<file path="config.mk">
export PLATFORM = sky130hd
export DESIGN_NAME = riscv_dmem_wb_bridge
export DESIGN_NICKNAME = d
export VERILOG_FILES = /design/src/rtl/riscv_dmem_wb_bridge.sv
export SDC_FILE = /design/constraint.sdc
export NUM_CORES = 1
export LEC_CHECK = 0
export BUFFER_PORTS_ARGS = -buffer_cell sky130_fd_sc_hd__buf_2
export CORE_MARGIN = 8
export CORE_UTILIZATION = 32
export CTS_CLUSTER_SIZE = 30
export DETAILED_ROUTE_END_ITERATION = 7
export SKIP_LAST_GASP = 1
export SYNTH_ARGS = -nofsm -noshare
export SYNTH_HDL_FRONTEND = slang
export SYNTH_SLANG_ARGS = --single-unit
</file>
<file path="constraint.sdc">
create_clock -name clk_i -period 4.6 [get_ports clk_i]
set_clock_uncertainty 0.05 [all_clocks]
set_input_delay 0.69 -clock clk_i [delete_from_list [all_inputs] [get_ports clk_i]]
set_output_delay 0.69 -clock clk_i [all_outputs]
set_load 0.05 [all_outputs]
</file>
<file path="src/rtl/riscv_dmem_wb_bridge.sv">
`default_nettype none
// ============================================================================
// Module      : riscv_dmem_wb_bridge
// Description : Single-outstanding LSU-to-Wishbone-classic bridge.
//               Flush/invalidate are acknowledged locally.
//               Optional bus timeout via DMEM_BUS_TIMEOUT_EN.
// Revision    : 1.1
// ============================================================================

module riscv_dmem_wb_bridge #(
    parameter int unsigned TIMEOUT_CYCLES = 255
) (
    input  logic        clk_i,
    input  logic        rst_i,
    input  logic [31:0] mem_addr_i,
    input  logic [31:0] mem_data_wr_i,
    input  logic        mem_rd_i,
    input  logic [3:0]  mem_wr_i,
    input  logic        mem_cacheable_i,
    input  logic [10:0] mem_req_tag_i,
    input  logic        mem_invalidate_i,
    input  logic        mem_flush_i,
    output logic        mem_accept_o,
    output logic        mem_ack_o,
    output logic        mem_error_o,
    output logic [10:0] mem_resp_tag_o,
    output logic [31:0] mem_data_rd_o,
    output logic [31:0] wb_adr_o,
    output logic [31:0] wb_dat_o,
    output logic [3:0]  wb_sel_o,
    output logic        wb_we_o,
    output logic        wb_cyc_o,
    output logic        wb_stb_o,
    input  logic [31:0] wb_dat_i,
    input  logic        wb_ack_i,
    input  logic        wb_err_i
);

    localparam logic [1:0] c_ST_IDLE = 2'd0;
    localparam logic [1:0] c_ST_BUS  = 2'd1;
    localparam logic [1:0] c_ST_RESP = 2'd2;

    logic [1:0]  r_state, w_state;
    logic [10:0] r_tag, w_tag;
    logic [29:0] r_adr, w_adr;
    logic [31:0] r_dat, w_dat;
    logic [3:0]  r_sel, w_sel;
    logic        r_we, w_we;
    logic [31:0] r_rdata, w_rdata;
    logic        r_err, w_err;

    logic w_req_valid;
    logic w_bus_req;
    logic w_unused_inputs;

    assign w_unused_inputs = ^{mem_cacheable_i, mem_addr_i[1:0]};

    assign w_bus_req   = mem_rd_i | (mem_wr_i != 4'h0);
    assign w_req_valid = w_bus_req | mem_flush_i | mem_invalidate_i;

`ifdef DMEM_BUS_TIMEOUT_EN
    localparam int c_CNT_W = $clog2(TIMEOUT_CYCLES + 1);
    logic [c_CNT_W-1:0] r_cnt, w_cnt;
`endif

    always_comb begin
        w_state = r_state;
        w_tag   = r_tag;
        w_adr   = r_adr;
        w_dat   = r_dat;
        w_sel   = r_sel;
        w_we    = r_we;
        w_rdata = r_rdata;
        w_err   = r_err;
`ifdef DMEM_BUS_TIMEOUT_EN
        w_cnt   = r_cnt;
`endif
        case (r_state)
            c_ST_IDLE: begin
                if (w_req_valid) begin
                    w_tag   = mem_req_tag_i;
                    w_adr   = mem_addr_i[31:2];
                    w_dat   = mem_data_wr_i;
                    w_we    = (mem_wr_i != 4'h0);
                    w_sel   = (mem_wr_i != 4'h0) ? mem_wr_i : 4'hF;
                    w_rdata = 32'h0;
                    w_err   = 1'b0;
                    w_state = w_bus_req ? c_ST_BUS : c_ST_RESP;
`ifdef DMEM_BUS_TIMEOUT_EN
                    w_cnt   = '0;
`endif
                end
            end
            c_ST_BUS: begin
                if (wb_err_i) begin
                    w_err   = 1'b1;
                    w_rdata = 32'h0;
                    w_state = c_ST_RESP;
                end else if (wb_ack_i) begin
                    w_err   = 1'b0;
                    w_rdata = r_we ? 32'h0 : wb_dat_i;
                    w_state = c_ST_RESP;
                end
`ifdef DMEM_BUS_TIMEOUT_EN
                else if (r_cnt == c_CNT_W'(TIMEOUT_CYCLES - 1)) begin
                    w_err   = 1'b1;
                    w_rdata = 32'h0;
                    w_state = c_ST_RESP;
                end else begin
                    w_cnt = r_cnt + 1'b1;
                end
`endif
            end
            c_ST_RESP: w_state = c_ST_IDLE;
            default:   w_state = c_ST_IDLE;
        endcase
    end

    always_ff @(posedge clk_i) begin
        if (rst_i) begin
            r_state <= c_ST_IDLE;
            r_tag   <= 11'h0;
            r_adr   <= 30'h0;
            r_dat   <= 32'h0;
            r_sel   <= 4'h0;
            r_we    <= 1'b0;
            r_rdata <= 32'h0;
            r_err   <= 1'b0;
`ifdef DMEM_BUS_TIMEOUT_EN
            r_cnt   <= '0;
`endif
        end else begin
            r_state <= w_state;
            r_tag   <= w_tag;
            r_adr   <= w_adr;
            r_dat   <= w_dat;
            r_sel   <= w_sel;
            r_we    <= w_we;
            r_rdata <= w_rdata;
            r_err   <= w_err;
`ifdef DMEM_BUS_TIMEOUT_EN
            r_cnt   <= w_cnt;
`endif
        end
    end

    assign mem_accept_o   = (r_state == c_ST_IDLE);
    assign mem_ack_o      = (r_state == c_ST_RESP);
    assign mem_error_o    = r_err;
    assign mem_resp_tag_o = r_tag;
    assign mem_data_rd_o  = r_rdata;

    assign wb_cyc_o = (r_state == c_ST_BUS);
    assign wb_stb_o = wb_cyc_o;
    assign wb_adr_o = {r_adr, 2'b00};
    assign wb_dat_o = r_dat;
    assign wb_sel_o = r_sel;
    assign wb_we_o  = r_we;

endmodule

`default_nettype wire

</file>
==> metrics.yaml, run 1 <==
io_pins: 236
vias: 4226
cellPowerDensity_nw_per_um2: 455
grt_pass1_wl_mm: 22.2
track_usage: 0.135
ctsHoldBuffers: 0
period_share: 0.524
dpl.hpwl_mm: 10.4
crit_slowest_cell: "dfxtp_1"
core_area_sq_um: 15800
cp-end-kind: "primary output"
critPathMaxStageDelay_ns: 0.86
ys_seq_elements: 113
report.final.hold_viol_count: 0
r2r_cells: 3
ant_nets: 0
outcome: "complete, no violations"
root_buffer: "clkbuf_16"
area_delta_synth_final_pct: 36.5
cp_top_family: "flip-flops"
place.gp.congestion: 0.747
cts_tree: "yes"
numClockSinks: 113
crit_chain: "buf_2"
yosys_warnings: 0
cts_setup_buffers: 0
routedWlPerCell_um: 14.9
worstPathRequired_ns: 3.86
crit_type: "flop to primary output"
wirelength_mm: 14.2
grt_pass1_vias: 4372
vias_per_cell: 4.44
diodes: 0
cp-startpoint: "wb_we_o"
cp-start-kind: "flop"
drv_slew: 0
seq_area_frac_synth: 0.437
power_leakage_nw: 3.34
fmax_mhz: 415
n_fill_cell: 1563
syn_area_sq_um: 5170
chipHeight_um: 143
maxCapViolCount: 0
drt_pass1_iterations: 4
cp.depth: 1
numCtsBuffers: 17
cts_buffer_depth: 2
syn_avg_cell_area_sq_um: 10.1
overflow: 0
clkTransAtPathRegs_ns: 0.05
hold_ws_ns: 0.409
tightest_slew_ns: 1.02
fin_ws_ns: 2.19
ctsResizeCount: 0
r2r_end: "mem_data_rd_o[19]"
grt_max_degree: 138
final_nets: 841
r2r-start: "r_state[0]"
path_buf_inv: 1
layout-drive-gt1-share: 0.367
antenna_found_initial: 1
dieArea_sq_um: 20500
die_x_um: 143
htreeDepth: 4
postSynthCellCount: 511
arrival_ns: 1.67
first_iter_violations: 200
preCtsSetupSlack_ns: 1.94
ys.flop_type: "dfxtp_1"
async_flop_share: 0
min_period_ns: 2.41
min_path_type: "flop to flop"
synth_edf_count: 0
worstSkewPairLatency_ns: 0.40
relSlewSlack: 0.323
rsz0062_at_grt: "false"
max-vdd-ir-drop_uv: 233
rows: 46
cp-endpoint: "wb_we_o"
synth_cell_type_count: 26
start_util: 0.327
finalSetupTns_ns: 0
cp_max_fo: 34
drc_errors: 0
port_buffers: 230
setup_viol: 0
reg2reg_slack_ns: 2.57
## per-layer routing
layer | GRT usage | share of wire
met4 | 0.0520 | 0.012
met5 | 0 | 0.00092
met3 | 0.0654 | 0.11
met1 | 0.153 | 0.42
met2 | 0.216 | 0.46
## sequential cells by signal, indices dropped and copies added (netlist names)
| signal | cells |
|---|---|
| mem_resp_tag_o | 11 |
| wb_dat_o | 32 |
| wb_we_o | 1 |
| wb_sel_o | 4 |
| mem_error_o | 1 |
| mem_data_rd_o | 32 |
| r_adr | 30 |
| r_state | 2 |
## through the flow
stage	total power, mW	utilization	cells	instance area (sq um)
global route	3.34	0.446	951	7060
CTS	3.26	0.446	951	7060
global placement	1.78	0.405	919	6400
floorplan	1.63	-	512	5180
finish	3.21	0.446	951	7060
detailed placement	1.79	0.405	919	6400
## cell usage after synthesis, drive strengths merged (3+ instances only)
cell / n / area share
or3: 4 / 0.0048
nor2b: 3 / 0.0036
nand2b: 179 / 0.22
nor2: 3 / 0.0022
buf: 17 / 0.029
nand3b: 33 / 0.048
o21a: 4 / 0.0058
mux2i: 105 / 0.20
a21oi: 7 / 0.0075
dfxtp: 113 / 0.44
clkbuf: 26 / 0.019
nor3: 5 / 0.0048
## placed cells by master, fill, tap and decap left out, drive strengths merged
cell type	Yosys	final
nor4b	1	1
a21oi	7	7
clkbuf	26	23
o21ai	2	2
o21a	4	4
inv	1	1
clkinv	0	3
clkinvlp	0	2
nand2	1	1
nor3	5	5
buf	17	234
dfxtp	113	113
nor2b	3	3
nor4	1	1
bufinv	0	4
or2	1	1
a311o	1	1
a32o	1	1
or3	4	4
nor3b	1	1
conb	1	2
nor2	3	3
a21boi	1	1
nand2b	179	179
nand3b	33	33
mux2i	105	105
## area by class of cell
type / count / area, sq um / area share
multi-input cells: 355 / 2680 / 0.380
well taps: 216 / 270 / 0.0383
repair buffers: 234 / 1180 / 0.168
flip-flops and latches: 113 / 2260 / 0.320
clock inverters: 9 / 150 / 0.0213
clock buffers: 23 / 508 / 0.0719
inverters: 1 / 3.75 / 0.000532
## how the worst min path moves through the flow
| stage | start | endpoint | slack [ns] | cells after the start |
|---|---|---|---|---|
| after floorplan | r_state[0] | r_state[0] | 0.47 | 2 |
| after global placement | wb_sel_o[0] | wb_sel_o[0] | 0.40 | 1 |
| after detailed placement | wb_sel_o[0] | wb_sel_o[0] | 0.40 | 1 |
| after CTS | wb_sel_o[0] | wb_sel_o[0] | 0.42 | 1 |
| after global routing | wb_sel_o[3] | wb_sel_o[3] | 0.43 | 1 |
| final | wb_sel_o[0] | wb_sel_o[0] | 0.41 | 1 |
## cell families (layout without fill, tap and decap cells)
logic type	after synthesis	after routing	share of synthesized area
AND/OR/NAND/NOR	232	232	0.290
AO/OA/AOI/OAI	16	16	0.0206
multiplexers	105	105	0.203
other	1	2	0.000725
flip-flops	113	113	0.437
buffers and inverters	44	267	0.0484
## power breakdown
group,switching (mW),internal [mW]
clock,0.456,0.991
combinational,0.449,0.215
sequential,0.0463,1.06
total,0.951,2.26
(Power assumes the default switching activity.)
==> run 2, diff against run 1 <==
- clock period: 4.6 -> 2.3 ns (I/O delays scaled with it)
==> run 2 against run 1 <==
Sequential power up 99%. Cell count up 0.21%. Hold slack worse by 0.26 ns. First-iteration DRC count down 31%. Largest cell class unchanged. Register-to-register slack worse by 2.2 ns. Worst setup slack worse by 1.8 ns. Sequential cell count unchanged. Clock power up 99%. Combinational power up 100%. Critical path depth up 2. Die area unchanged. Non-clock buffer count up 2.
==> metrics.yaml, run 2 (synthesis results as in run 1) <==
outcome: "complete, no violations"
diodes: 0  # unchanged
min_period_ns: 1.91
vias_per_cell: 4.42  # -0.52%
grt_pass1_wl_mm: 22.4  # +1.0%
clkTransAtPathRegs_ns: 0.05  # about the same
relSlewSlack: 0.526  # +0.203
cts_tree: "yes"
dieArea_sq_um: 20500  # unchanged
place.gp.congestion: 0.762  # +1.9%
report.final.hold_viol_count: 0  # unchanged
min_path_type: "input pin to flop"
grt_pass1_vias: 4486  # +2.6%
fin_ws_ns: 0.385  # -1.81 ns
worstSkewPairLatency_ns: 0.40  # about the same
routedWlPerCell_um: 14.9  # about the same
drc_errors: 0  # unchanged
maxCapViolCount: 0  # unchanged
ctsResizeCount: 0  # unchanged
area_delta_synth_final_pct: 37.3
grt_max_degree: 186  # +35%
tightest_slew_ns: 0.711  # -0.305 ns
worstPathRequired_ns: 1.90  # -1.96 ns
antenna_found_initial: 1  # unchanged
reg2reg_slack_ns: 0.41  # -2.16 ns
track_usage: 0.138  # +0.00214
final_util: 0.449  # +0.00261
power_leakage_nw: 3.35  # +0.35%
max-vdd-ir-drop_uv: 472  # +100%
cts_buffer_depth: 2  # unchanged
cp_max_fo: 10  # -71%
chipHeight_um: 143  # unchanged
numClockSinks: 113  # unchanged
drt_pass1_iterations: 4  # unchanged
vias: 4213  # -0.31%
port_buffers: 230  # unchanged
preCtsSetupSlack_ns: 0.423  # -1.51 ns
start_util: 0.327  # unchanged
rsz0062_at_grt: "false"
final_nets: 843  # +0.24%
cp_top_family: "flip-flops"
cellPowerDensity_nw_per_um2: 905  # +99%
period_share: 0.833
crit_type: "flop to primary output"
overflow: 0  # unchanged
final_common_cell: "buf_2"
die_x_um: 143  # unchanged
fmax_mhz: 522
finalSetupTns_ns: 0  # unchanged
path_buf_inv: 2  # +1
layout-drive-gt1-share: 0.368  # about the same
cts_setup_buffers: 0  # unchanged
ant_nets: 0  # unchanged
core_area_sq_um: 15800  # unchanged
critPathMaxStageDelay_ns: 0.42  # -0.44 ns
numCtsBuffers: 17  # unchanged
final_cell_mix: "buf_2, nand2b_1, dfxtp_1"
first_iter_violations: 139  # -31%
setup_viol: 0  # unchanged
crit_chain: "or2_1 -> inv_1 -> buf_2"
arrival_ns: 1.52  # -0.15 ns
ctsHoldBuffers: 0  # unchanged
drv_slew: 0  # unchanged
io_pins: 236  # unchanged
cp-end-kind: "primary output"
crit_slowest_cell: "dfxtp_1"
wirelength_mm: 14.2  # +0.13%
dpl.hpwl_mm: 10.2  # -1.8%
htreeDepth: 4  # unchanged
root_buffer: "clkbuf_16"
cp-start-kind: "flop"
rows: 46  # unchanged
-- run 2: cell types whose count changed in the layout (fill, tap and decap cells not counted) --
cell        previous run  this run
buf_12                 0         2
clkbuf_1               0         1
clkinv_2               3         1
clkinvlp_4             2         3
-- run 2: cell type report --
cell class | count | area (sq um)
clock buffers | 24 | 512
inverters | 1 | 3.75
well taps | 216 | 270
flip-flops and latches | 113 | 2260
clock inverters | 8 | 148
fillers | 1550 | 8720
multi-input cells | 355 | 2680
repair buffers | 236 | 1220
-- run 2: per-layer routing --
| layer | vias to the layer above | wire length [um] | track usage |
|---|---|---|---|
| li1 | 2109 | - | - |
| met1 | 1926 | 5820 | 0.149 |
| met2 | 160 | 6650 | 0.223 |
| met3 | 16 | 1540 | 0.0761 |
| met4 | 2 | 173 | 0.0459 |
| met5 | - | 11 | 0 |
-- run 2: metrics by stage --
step	power, mW	hold slack [ns]	cell area, sq um	cells
floorplan	3.26	0.450	5180	512
global placement	3.57	0.400	6440	921
detailed placement	3.60	0.412	6440	921
CTS	6.54	0.122	7100	953
global route	6.69	0.131	7100	953
finish	6.43	0.146	7100	953
-- run 2: report_power, final --
group / internal (mW) / switching [mW]
Clock: 1.98 / 0.901
Sequential: 2.11 / 0.0798
Combinational: 0.437 / 0.915
-- run 2: final timing paths --
path,cells past startpoint,start,to
min reg2reg,2,r_adr[28],r_adr[28]
max,3,r_state[1],mem_accept_o
min,3,mem_data_wr_i[3],wb_dat_o[3]
max reg2reg,4,r_state[1],wb_dat_o[5]
-- run 2: worst min-delay path: cells and delay by family --
family,cells,cell delay [ns]
muxes,1,0.06
and+or+nand+nor,1,0.05
buffers and inverters,1,0.10
